<file path="src/rtl/ifetch_ctrl.sv">
// Instruction fetch controller: issues word fetches to a 1-cycle memory and buffers them toward decode.
// Optional perf counters are compiled in when IFETCH_PERF_CNT_EN is defined.
module ifetch_ctrl #(
  parameter int          ADDR_WIDTH = 12,
  parameter int          TAG_WIDTH  = 2,
  parameter int          FIFO_DEPTH = 4,
  parameter logic [31:0] RESET_PC   = 32'h0
) (
  input  logic                  clk,
  input  logic                  rst_n,
  input  logic                  redirect_valid,
  input  logic [31:0]           redirect_pc,
  output logic [ADDR_WIDTH-1:0] mem_raddr,
  output logic                  mem_rvalid,
  output logic [TAG_WIDTH-1:0]  mem_rtag,
  input  logic [31:0]           mem_rdata,
  input  logic                  mem_rvalid_in,
  input  logic [TAG_WIDTH-1:0]  mem_rtag_in,
  output logic                  instr_valid,
  input  logic                  instr_ready,
  output logic [31:0]           instr,
`ifdef IFETCH_PERF_CNT_EN
  output logic [31:0]           perf_fetch_cnt,
  output logic [31:0]           perf_flush_cnt,
`endif
  output logic [31:0]           instr_pc
);

  // Handshake: decode takes the head in any cycle where instr_valid && instr_ready,
  // unless redirect_valid is high in that cycle, which flushes the buffer instead.
  localparam int PW = (FIFO_DEPTH > 1) ? $clog2(FIFO_DEPTH) : 1;
  localparam int CW = PW + 1;
  localparam logic [CW:0] DEPTH_C = (CW+1)'(FIFO_DEPTH);

  logic [31:0]          pc_q;
  logic [31:0]          inflight_pc_q;
  logic                 inflight_q;
  logic [TAG_WIDTH-1:0] epoch_q;
  logic [PW-1:0]        rd_ptr_q;
  logic [PW-1:0]        wr_ptr_q;
  logic [CW-1:0]        count_q;
  logic [31:0]          fifo_pc_q   [FIFO_DEPTH];
  logic [31:0]          fifo_data_q [FIFO_DEPTH];

  logic [CW:0] occ_sum;
  logic        issue;
  logic        push;
  logic        pop;
  logic        head_valid;

  // Reserving a slot for the in-flight word makes overflow impossible.
  assign occ_sum    = {1'b0, count_q} + {{CW{1'b0}}, inflight_q};
  assign issue      = rst_n && !redirect_valid && (occ_sum < DEPTH_C);
  assign push       = inflight_q && mem_rvalid_in && (mem_rtag_in == epoch_q) && !redirect_valid;
  assign head_valid = rst_n && (count_q != '0);
  assign pop        = head_valid && instr_ready && !redirect_valid;

  assign mem_rvalid  = issue;
  assign mem_raddr   = issue ? pc_q[ADDR_WIDTH-1:0] : '0;
  assign mem_rtag    = issue ? epoch_q : '0;
  assign instr_valid = head_valid;
  assign instr       = head_valid ? fifo_data_q[rd_ptr_q] : '0;
  assign instr_pc    = head_valid ? fifo_pc_q[rd_ptr_q] : '0;

  always_ff @(posedge clk) begin
    if (push) begin
      fifo_pc_q[wr_ptr_q]   <= inflight_pc_q;
      fifo_data_q[wr_ptr_q] <= mem_rdata;
    end
  end

  always_ff @(posedge clk) begin
    if (!rst_n) begin
      pc_q          <= RESET_PC;
      inflight_pc_q <= '0;
      inflight_q    <= 1'b0;
      epoch_q       <= '0;
      rd_ptr_q      <= '0;
      wr_ptr_q      <= '0;
      count_q       <= '0;
    end else if (redirect_valid) begin
      pc_q       <= redirect_pc;
      epoch_q    <= epoch_q + TAG_WIDTH'(1);
      inflight_q <= 1'b0;
      rd_ptr_q   <= '0;
      wr_ptr_q   <= '0;
      count_q    <= '0;
    end else begin
      inflight_q <= issue;
      if (issue) begin
        pc_q          <= pc_q + 32'd4;
        inflight_pc_q <= pc_q;
      end
      if (push) wr_ptr_q <= wr_ptr_q + PW'(1);
      if (pop)  rd_ptr_q <= rd_ptr_q + PW'(1);
      case ({push, pop})
        2'b10:   count_q <= count_q + CW'(1);
        2'b01:   count_q <= count_q - CW'(1);
        default: count_q <= count_q;
      endcase
    end
  end

`ifdef IFETCH_PERF_CNT_EN
  logic [31:0] fetch_cnt_q;
  logic [31:0] flush_cnt_q;

  always_ff @(posedge clk) begin
    if (!rst_n) begin
      fetch_cnt_q <= '0;
      flush_cnt_q <= '0;
    end else begin
      if (issue && (fetch_cnt_q != 32'hFFFF_FFFF))
        fetch_cnt_q <= fetch_cnt_q + 32'd1;
      if (redirect_valid && (flush_cnt_q != 32'hFFFF_FFFF))
        flush_cnt_q <= flush_cnt_q + 32'd1;
    end
  end

  assign perf_fetch_cnt = fetch_cnt_q;
  assign perf_flush_cnt = flush_cnt_q;
`endif

endmodule
</file>
<file path="config.mk">
export PLATFORM = sky130hd
export DESIGN_NAME = ifetch_ctrl
export DESIGN_NICKNAME = d
export VERILOG_FILES = /design/src/rtl/ifetch_ctrl.sv
export SDC_FILE = /design/constraint.sdc
export NUM_CORES = 1
export LEC_CHECK = 0
export BUFFER_PORTS_ARGS = -buffer_cell sky130_fd_sc_hd__buf_2
export CAP_MARGIN = 20
export CORE_MARGIN = 1.5
export CORE_UTILIZATION = 61
export CTS_CLUSTER_DIAMETER = 80
export DETAILED_ROUTE_END_ITERATION = 8
export GPL_TIMING_DRIVEN = 0
export PLACE_DENSITY_LB_ADDON = 0.15
export SLEW_MARGIN = 20
export SYNTH_ARGS = -nofsm -noshare
export SYNTH_HDL_FRONTEND = slang
export SYNTH_SLANG_ARGS = --single-unit
</file>
<file path="constraint.sdc">
create_clock -name clk -period 6.36 [get_ports clk]
set_clock_uncertainty 0.15 [all_clocks]
set_input_delay 0.636 -clock clk [delete_from_list [all_inputs] [get_ports clk]]
set_output_delay 0.636 -clock clk [all_outputs]
set_load 0.1 [all_outputs]
</file>
==> flow_metrics.env, run 1 <==
export IMPL_hold_violations=0
export IMPL_start_util_pct=62.7
export IMPL_coreArea_um2=21200
export IMPL_outcome="finished, final reports clean"
export IMPL_layout_min_cycle_time_ns=3.79
export IMPL_yosys_warnings=0
export IMPL_drv_slew=0
export IMPL_crit_required_ns=5.57
export IMPL_synth_edf_count=256
export IMPL_die_area_um2=22600
export IMPL_cts_num_sinks=332
export IMPL_hpwl_um=17400
export IMPL_p_per_area_nw_per_um2=285
export IMPL_fmax_mhz=264
export IMPL_cp_max_fo=10
export IMPL_critical_path_slowest_cell="clkbuf_1"
export IMPL_maxSlewHeadroom_pct=36.5
export IMPL_tns_ns=0
export IMPL_seq_area_frac_synth_pct=69.5
export IMPL_ctsResizeCount=0
export IMPL_yosysUniqueCellTypes=54
export IMPL_die_w_um=150
export IMPL_cts_hold_buf=0
export IMPL_synthCells=867
export IMPL_grt_antenna_before_repair=0
export IMPL_crit_path_cell_trace="clkbuf_1 > clkbuf_1 > mux4_2 > nor2b_1 > buf_2"
export IMPL_cts_max_path_buffers=3
export IMPL_drive_gt1_share_pct=28.0
export IMPL_overflow=0
export IMPL_critical_path_startpoint_type="flop"
export IMPL_ys_flop_type="edfxtp_1"
export IMPL_cap_violations=0
export IMPL_grt_usage_pct=24.6
export IMPL_synth_area_um2=13300
export IMPL_syn_avg_cell_area_um2=15.3
export IMPL_clk_pin_slew_worst_paths_ns=0.06
export IMPL_worstSkewPairLatency_ns=0.51
export IMPL_drtIter0Drc=603
export IMPL_criticalPathCategory="flop to output pin"
export IMPL_area_growth_pct=17.2
export IMPL_post_cts_setup_buffers=0
export IMPL_dpl_worst_slack_ns=2.89
export IMPL_tritoncts="done"
export IMPL_synth_top_area_share_pct=58.0
export IMPL_cts_max_level=2
export IMPL_grt_max_degree=45
export IMPL_setup_ws_ns=2.57
export IMPL_timing_final_crit_share_pct=59.6
export IMPL_fin_nets=1135
export IMPL_via_count=7919
export IMPL_synthTopCellsByArea="edfxtp_1 58%, dfxtp_1 11%, mux4_2 11%"
export IMPL_final_common_cell="edfxtp_1"
export IMPL_diodes=0
export IMPL_irDropWorstVdd_mv=0.226
export IMPL_fill_cells=1359
export IMPL_yosys_register_bits=332
export IMPL_tightestPinTransition_ns=0.945
export IMPL_grt_pass1_vias=7701
export IMPL_cp_arrival_ns=3.01
export IMPL_syn_nets=945
export IMPL_grt_setup_unrepaired="no"
export IMPL_layout_common_cells="256 x edfxtp_1, 166 x buf_2, 95 x nand2_1"
export IMPL_grt_pass1_wl_um=42000
export IMPL_routed_wl_um=27100
export IMPL_via_per_inst=5.84
export IMPL_synthArstFlopShare_pct=0
export IMPL_cts_made_buffers=35
export IMPL_power_leakage_nw=5.46
export IMPL_first_pass_iters=5
export IMPL_worstSetupEndpointType="output pin"
export IMPL_final_setup_viol_count=0
export IMPL_ant_nets=0
export IMPL_cts_root_buffer="clkbuf_16"
export IMPL_gp_congestion=0.935
export IMPL_cp_common_cell="clkbuf_1"
export IMPL_io_pins=151
export IMPL_min_path_type="input port to flop"
export IMPL_drc=0
export IMPL_buffer_ports_inserted=149
export IMPL_synth_area_leader_cell="edfxtp_1"
export IMPL_slowest_delay_ns=0.66
export IMPL_p_total_mw=4.44
export IMPL_fp_dieH_um=150
export IMPL_wire_per_inst_um=20.0
export IMPL_rows=53
## power by group
| group | internal [mW] | switching (mW) |
|---|---|---|
| Clock | 1.11 | 0.791 |
| Sequential | 2.35 | 0.0290 |
| Combinational | 0.0535 | 0.0991 |
| Total | 3.52 | 0.919 |
## stage by stage
step | instances | area (um^2) | hold slack, ns | utilization (%)
3_3_place_gp | 1291 | 14300 | 0.323 | 67.8
5_1_grt | 1355 | 15500 | 0.186 | 73.5
2_1_floorplan | 867 | 13300 | 0.303 | -
6_report | 1355 | 15500 | 0.203 | 73.5
4_1_cts | 1355 | 15500 | 0.175 | 73.5
3_5_place_dp | 1295 | 14500 | 0.326 | 68.3
## flip-flops by register name, summed over array words and instances (netlist names), 2 cells and up, named ones only
signal / flops
fifo_data_q: 128
fifo_pc_q: 128
inflight_pc_q: 32
pc_q: 32
count_q: 3
epoch_q: 2
rd_ptr_q: 2
wr_ptr_q: 2
## path summary, 6_finish.rpt
| path | start | end | slack (ns) | cells after the start |
|---|---|---|---|---|
| worst min register to register | pc_q[27]$_SDFFE_PN0P_ | inflight_pc_q[27]$_SDFFE_PN0P_ | 0.34 | 2 |
| worst max-delay path | flop | instr_pc[21] | 2.57 | 5 |
| worst min-delay path | mem_rdata[27] | fifo_data_q[3][27]$_DFFE_PP_ | 0.20 | 1 |
| worst max register to register | epoch_q[1]$_SDFFE_PN0P_ | fifo_data_q[2][29]$_DFFE_PP_ | 3.63 | 5 |
## critical path, delay by kind of cell (launching register included)
kind	cells	cell delay (ns)
buffers and inverters	3	1.69
muxes	1	0.31
DFF	1	0.32
and+or+nand+nor	1	0.18
## synth_stat cells, types with 3 or more instances
| library cell | number |
|---|---|
| nor3_1 | 6 |
| nand4_1 | 7 |
| edfxtp_1 | 256 |
| a2bb2oi_1 | 3 |
| mux2i_1 | 5 |
| nor4_1 | 9 |
| and4_1 | 4 |
| a21oi_1 | 57 |
| nand2_1 | 95 |
| clkbuf_1 | 27 |
| nor2_1 | 27 |
| ha_1 | 6 |
| a31oi_1 | 3 |
| nand3_1 | 18 |
| a221oi_1 | 4 |
| o31a_1 | 3 |
| mux4_2 | 64 |
| nand2b_1 | 3 |
| or3_1 | 3 |
| and3_1 | 9 |
| o21ai_0 | 10 |
| nor2b_1 | 65 |
| xnor2_1 | 8 |
| xor2_1 | 8 |
| a22oi_1 | 4 |
| and2_1 | 6 |
| inv_1 | 25 |
| o22ai_1 | 5 |
| a32oi_1 | 3 |
| dfxtp_1 | 76 |
| buf_2 | 17 |
| buf_1 | 3 |
## metal layers
layer	wire length, um	global-route usage [%]
met2	13300	40.5
met5	0	0
met3	1980	4.33
met4	395	6.23
met1	11400	34.5
## area by class of cell
class / count / area [um^2] / share of cell area (%)
Sequential cell: 332 / 9210 / 59.3
Multi-Input combinational cell: 459 / 3740 / 24.1
Clock buffer: 42 / 955 / 6.14
Timing Repair Buffer: 153 / 841 / 5.41
Tap cell: 275 / 344 / 2.21
Buffer: 48 / 209 / 1.34
Clock inverter: 18 / 133 / 0.853
Inverter: 28 / 108 / 0.692
## cell families after synthesis
kind of cell,synth area share (%)
simple gates,10.0
xor+xnor,1.06
buf+inv,2.39
mux,11.4
flops,69.5
compound gates,4.92
fa+ha+maj,0.717
(Power assumes the default switching activity.)
==> run 2: changes to the inputs <==
--- a/config.mk
+++ b/config.mk
@@ -5,10 +5,11 @@
 export SDC_FILE = /design/constraint.sdc
 export NUM_CORES = 1
 export LEC_CHECK = 0
+export ABC_AREA = 1
 export BUFFER_PORTS_ARGS = -buffer_cell sky130_fd_sc_hd__buf_2
 export CAP_MARGIN = 20
 export CORE_MARGIN = 1.5
-export CORE_UTILIZATION = 61
+export CORE_UTILIZATION = 59
 export CTS_CLUSTER_DIAMETER = 80
 export DETAILED_ROUTE_END_ITERATION = 8
 export GPL_TIMING_DRIVEN = 0
==> constraint.sdc (replaced) <==
create_clock -name clk -period 3.95 [get_ports clk]
set_clock_uncertainty 0.15 [all_clocks]
set_input_delay 0.395 -clock clk [delete_from_list [all_inputs] [get_ports clk]]
set_output_delay 0.395 -clock clk [all_outputs]
set_load 0.1 [all_outputs]
==> run 2 against run 1 <==
Count of clock-buffer cells in the layout is the same. Combinational power rose by 120%. Synthesized cell count increased by 62%. Critical path depth grew 2. Critical endpoint is now instr_pc[18]. Cell area is 7.9% higher. Sequential power increased by 62%. Worst setup slack got worse by 2.0 ns. Final cell count grew 46%. Clock power up 50%. Non-clock buffer count rose by 68. Critical path type unchanged.
==> flow_metrics.env, run 2 <==
export IMPL_grt_antenna_before_repair=0
export IMPL_power_leakage_nw=6.43
export IMPL_synthArstFlopShare_pct=0
export IMPL_layout_common_cells="340 x nor2_1, 256 x edfxtp_1, 166 x nand2_1"
export IMPL_hpwl_um=22000
export IMPL_fin_cells=1976
export IMPL_grt_pass1_wl_um=51300
export IMPL_coreArea_um2=23400
export IMPL_wire_per_inst_um=16.8
export IMPL_yosys_cell_count_top_type="nor2_1"
export IMPL_start_util_pct=59.9
export IMPL_min_path_type="input port to flop"
export IMPL_routed_wl_um=33300
export IMPL_hp_start="redirect_pc[5]"
export IMPL_area_growth_pct=19.6
export IMPL_irDropWorstVdd_mv=0.371
export IMPL_p_sw_share_pct=21.1
export IMPL_synthCells=1406
export IMPL_die_w_um=157
export IMPL_grt_usage_pct=27.3
export IMPL_rows=56
export IMPL_drive_gt1_share_pct=15.5
export IMPL_synth_area_um2=14000
export IMPL_power_frac_seq_pct=54.5
export IMPL_first_pass_iters=5
export IMPL_overflow=0
export IMPL_cp_arrival_ns=2.79
export IMPL_fmax_mhz=300
export IMPL_gp_congestion=0.944
export IMPL_fp_dieH_um=157
export IMPL_yosysUniqueCellTypes=33
export IMPL_worstSetupEndpointType="output pin"
export IMPL_yosys_warnings=0
export IMPL_cp_max_fo=10
export IMPL_drv_slew=0
export IMPL_reg2reg_slack_ns=1.56
export IMPL_p_sw_mw=1.49
export IMPL_p_comb_share_pct=4.9
export IMPL_grt_max_degree=25
export IMPL_netlist_top_cells_count="344 x nor2_1, 256 x edfxtp_1, 166 x nand2_1, 159 x o21ai_0, 110 x a21oi_1"
export IMPL_post_cts_setup_buffers=0
export IMPL_seq_area_frac_synth_pct=65.7
export IMPL_reg2reg_from="epoch_q[0]$_SDFFE_PN0P_"
export IMPL_place_inst=1883
export IMPL_reg_largest_list="fifo_data_q: 128 flops, fifo_pc_q: 128 flops"
export IMPL_clockPowerShare_pct=40.6
export IMPL_cap_violations=0
export IMPL_fin_nets=1711
export IMPL_syn_avg_cell_area_um2=9.97
export IMPL_syn_nets=1484
export IMPL_via_count=10500
export IMPL_tritoncts="done"
export IMPL_final_common_cell="nor2_1"
export IMPL_yosys_register_bits=332
export IMPL_clk_pin_slew_worst_paths_ns=0.06
export IMPL_synth_edf_count=256
export IMPL_grt_setup_unrepaired="no"
export IMPL_hold_depth=5
export IMPL_p_total_mw=7.07
export IMPL_timing_rr_end="fifo_data_q[3][28]$_DFFE_PP_"
export IMPL_synthTopCellsByArea="edfxtp_1 55%, dfxtp_1 11%, nor2_1 9.2%"
export IMPL_worstSkewPairLatency_ns=0.55
export IMPL_cts_max_level=1
export IMPL_criticalPathCategory="flop to output pin"
export IMPL_maxSlewHeadroom_pct=47.5
export IMPL_crit_required_ns=3.40
export IMPL_fill_cells=1721
export IMPL_grt_pass1_vias=9902
export IMPL_tightestPinTransition_ns=0.786
export IMPL_intPower_mw=5.58
export IMPL_synth_top_area_share_pct=54.9
export IMPL_synth_area_leader_cell="edfxtp_1"
export IMPL_layout_min_cycle_time_ns=3.34
export IMPL_io_pins=151
export IMPL_ys_flop_type="edfxtp_1"
export IMPL_timing_final_crit_share_pct=84.5
export IMPL_diodes=0
export IMPL_critical_path_startpoint_type="flop"
export IMPL_drc=0
export IMPL_p_per_area_nw_per_um2=422
export IMPL_hold_violations=0
export IMPL_cts_made_buffers=31
export IMPL_die_area_um2=24700
export IMPL_ant_nets=0
export IMPL_cts_max_path_buffers=3
export IMPL_outcome="finished, final reports clean"
export IMPL_cts_root_buffer="clkbuf_16"
export IMPL_holdPathEnd="pc_q[5]$_SDFFE_PN0P_"
export IMPL_buffer_ports_inserted=148
export IMPL_cts_num_sinks=332
export IMPL_final_setup_viol_count=0
export IMPL_via_per_inst=5.31
export IMPL_drtIter0Drc=694
export IMPL_worst_r2r_path_depth=5
## run 2: changes by cell type after synthesis, sizes merged, moves of 8 or more
cell    delta
nor3       +8
nor4      -10
nor2b     -65
nand2     +70
inv       +77
a21oi     +53
o21ai    +152
buf       +16
clkbuf    +11
mux4      -64
nor2     +339
nand3     +35
and3       -8
## run 2: power groups by stage
stage          registers (mW)  clock network (mW)  logic [mW]
5_1_grt                  3.86                3.04       0.380
3_3_place_gp             3.92                   0       0.301
4_1_cts                  3.85                2.89       0.342
2_1_floorplan            3.91                   0       0.208
6_report                 3.85                2.87       0.344
3_5_place_dp             3.92                   0       0.311
## run 2: what timing repair did
| action | CTS | global route |
|---|---|---|
| hold buffers | 36 | 0 |
| endpoints found under the hold margin | 132 | 0 |
| setup endpoints to repair | 0 | 0 |
| gates resized for setup | 0 | 0 |
## run 2: stage by stage
| stage | area [um^2] | setup WS [ns] | TNS (ns) | util, % | hold WS, ns |
|---|---|---|---|---|---|
| 2_1_floorplan | 14000 | -0.378 | -96.71 | - | 0.272 |
| 3_3_place_gp | 15200 | -2.50 | -618.82 | 64.8 | 0.282 |
| 3_5_place_dp | 15400 | 1.20 | 0 | 65.9 | 0.286 |
| 4_1_cts | 16800 | 0.599 | 0 | 71.6 | 0.00702 |
| 5_1_grt | 16800 | 0.454 | 0 | 71.6 | 0.0240 |
| 6_report | 16800 | 0.614 | 0 | 71.6 | 0.0212 |
## run 2: cell families (layout without fill, tap and decap cells)
logic type	after synthesis	count (layout)	synth area share, %
buffers and inverters	179	430	5.37
AO/OA/AOI/OAI	277	277	9.98
flip-flops	332	332	65.7
AND/OR/NAND/NOR	605	605	17.9
adder cells (fa/ha/maj)	7	7	0.679
XOR/XNOR	6	6	0.375
## run 2: routing by layer
metal  up-vias  global-route usage (%)  wire length, um
li1       5177                       -                -
met1      4831                    35.5            13400
met2       422                    47.4            16500
met4         0                    9.93              958
met3        62                    3.17             2380
met5         -                       0                0
## run 2: worst max path at each step
stage,start,to,cells past startpoint
final,flop,instr_pc[18],7
after global placement,redirect_valid,fifo_data_q[3][29]$_DFFE_PP_,6
after detailed placement,rst_n,instr_pc[18],6
after floorplan,redirect_valid,fifo_data_q[0][0]$_DFFE_PP_,6
after global routing,flop,instr_pc[12],7
after CTS,count_q[0]$_SDFFE_PP0P_,instr_pc[18],7
## run 2: cell type report
type                            instances  area (um^2)  area share, %
Multi-Input combinational cell        895         4080           24.4
Sequential cell                       332         9210           54.9
Tap cell                              319          399           2.38
Clock buffer                           42          867           5.17
Buffer                                 75          359           2.14
Timing Repair Buffer                  194         1330           7.94
Inverter                              104          393           2.34
Clock inverter                         15          121          0.724
## run 2: worst max-delay path: stages (launching register included)
cell,delay [ns]
dfxtp_1,0.39
buf_2,0.28
buf_1,0.46
nor2_1,0.11
nor2_1,0.09
o21ai_0,0.11
a21oi_1,0.30
buf_2,0.49
==> run 3: changes to the inputs <==
==> constraint.sdc (replaced) <==
create_clock -name clk -period 3.1 [get_ports clk]
set_clock_uncertainty 0.15 [all_clocks]
set_input_delay 0.31 -clock clk [delete_from_list [all_inputs] [get_ports clk]]
set_output_delay 0.31 -clock clk [all_outputs]
set_load 0.1 [all_outputs]
==> run 3 against run 2 <==
Final cell count increased by 0.86%. Global-route usage increased by 0.22 points. First-iteration DRC count increased by 42%. Hold slack got worse by 0.0081 ns. Register-to-register slack got worse by 0.74 ns. Worst setup slack got worse by 0.50 ns. Critical path type unchanged.
==> flow_metrics.env, run 3 (synthesis results as in run 2) <==
export IMPL_outcome="finished, final reports clean"
export IMPL_rows=56
export IMPL_final_common_cell="nor2_1"
export IMPL_worstSetupEndpointType="output pin"
export IMPL_grt_max_degree=24
export IMPL_routed_wl_um=33800
export IMPL_maxSlewHeadroom_pct=57.8
export IMPL_irDropWorstVdd_mv=0.350
export IMPL_cp_arrival_ns=2.53
export IMPL_cts_max_level=2
export IMPL_crit_required_ns=2.64
export IMPL_drive_gt1_share_pct=17.0
export IMPL_gp_congestion=0.967
export IMPL_grt_pass1_wl_um=52000
export IMPL_place_inst=1885
export IMPL_cp_max_fo=10
export IMPL_fin_cells=1993
export IMPL_wire_per_inst_um=16.9
export IMPL_layout_common_cells="340 x nor2_1, 256 x edfxtp_1, 166 x nand2_1"
export IMPL_hp_start="redirect_pc[13]"
export IMPL_crit_path_cell_trace="inv_2 > clkbuf_2 > clkbuf_1 > o21ai_0 > a21oi_1 > buf_2"
export IMPL_fmax_mhz=335
export IMPL_reg2reg_from="epoch_q[0]$_SDFFE_PN0P_"
export IMPL_ant_nets=0
export IMPL_reg_largest_list="fifo_data_q: 128 flops, fifo_pc_q: 128 flops"
export IMPL_die_w_um=157
export IMPL_hold_violations=0
export IMPL_p_per_area_nw_per_um2=538
export IMPL_overflow=0
export IMPL_p_total_mw=9.18
export IMPL_start_util_pct=59.9
export IMPL_min_path_type="input port to flop"
export IMPL_buffer_ports_inserted=148
export IMPL_grt_antenna_before_repair=0
export IMPL_cts_root_buffer="clkbuf_16"
export IMPL_drv_slew=0
export IMPL_crit_buf_inv=4
export IMPL_layout_min_cycle_time_ns=2.99
export IMPL_worstSkewPairLatency_ns=0.51
export IMPL_via_per_inst=5.35
export IMPL_first_pass_iters=5
export IMPL_fin_nets=1727
export IMPL_grt_usage_pct=27.5
export IMPL_final_setup_viol_count=0
export IMPL_io_pins=151
export IMPL_diodes=0
export IMPL_criticalPathCategory="flop to output pin"
export IMPL_area_growth_pct=21.7
export IMPL_cts_max_path_buffers=3
export IMPL_timing_final_crit_share_pct=96.4
export IMPL_cts_num_sinks=332
export IMPL_grt_setup_unrepaired="no"
export IMPL_cts_made_buffers=34
export IMPL_tightestPinTransition_ns=0.632
export IMPL_drc=0
export IMPL_critical_path_startpoint_type="flop"
export IMPL_post_cts_setup_buffers=0
export IMPL_critical_path_slowest_cell="buf_2"
export IMPL_drtIter0Drc=985
export IMPL_cap_violations=0
export IMPL_clk_pin_slew_worst_paths_ns=0.06
export IMPL_grt_pass1_vias=10200
export IMPL_fp_dieH_um=157
export IMPL_slowest_delay_ns=0.47
export IMPL_power_leakage_nw=6.59
export IMPL_tritoncts="done"
export IMPL_hpwl_um=22600
export IMPL_critPathTopFamily="buffers and inverters"
export IMPL_die_area_um2=24700
export IMPL_final_core_util_pct=72.9
export IMPL_coreArea_um2=23400
export IMPL_via_count=10700
run 3: cell types whose count changed in the layout (fill, tap and decap cells not counted), sizes merged:
cell,before,now
dlygate4sd3,36,47
clkinv,14,17
buf,195,193
clkbuf,80,82
clkinvlp,0,2
inv,103,105
bufinv,2,1
run 3: final timing paths:
kind                              to  slack (ns)  depth (start not counted)
min            pc_q[13]$_SDFFE_PN0P_        0.01                          5
max reg2reg  count_q[2]$_SDFFE_PP0P_        0.82                         10
min reg2reg  count_q[2]$_SDFFE_PP0P_        0.30                          1
max                     instr_pc[27]        0.11                          6
run 3: cell type report:
class,instances,area (um^2)
Sequential cell,332,9210
Fill cell,1685,6350
Multi-Input combinational cell,895,4080
Timing Repair Buffer,207,1540
Clock buffer,40,893
Tap cell,319,399
Inverter,104,393
Buffer,75,382
Clock inverter,21,154
run 3: worst min-delay path, cell delays in order:
cell	delay [ns]
buf_2	0.07
nand2_1	0.04
o21ai_0	0.07
inv_1	0.04
a21oi_1	0.10
run 3: timing repair:
action                                 CTS  global route
setup endpoints to repair               23            58
cloned                                   0             0
gates resized for setup                 15            18
endpoints found under the hold margin  147             0
hold buffers                            47             0
run 3: routing by layer:
layer  up-vias  track usage [%]  wire [um]
li1       5220                -          -
met3        61             4.19       2600
met1      4905             35.1      13600
met4         0             8.76        760
met5         -                0          0
met2       470             48.4      16800
run 3: power breakdown:
group	total [mW]	internal, mW	switching (mW)
combinational	0.449	0.167	0.282
sequential	4.91	4.84	0.0673
clock	3.82	2.17	1.66
total	9.18	7.17	2.01
run 3: through the flow:
step	TNS, ns	hold WS [ns]	cell area [um^2]	worst slack (ns)
6_report	0	0.0131	17100	0.111
5_1_grt	0	0.0584	17100	0.00474
4_1_cts	0	0.00986	17000	0.00632
3_5_place_dp	0	0.290	15500	0.475
3_3_place_gp	-365.70	0.282	15200	-1.49
2_1_floorplan	-25.28	0.259	14000	-0.0987
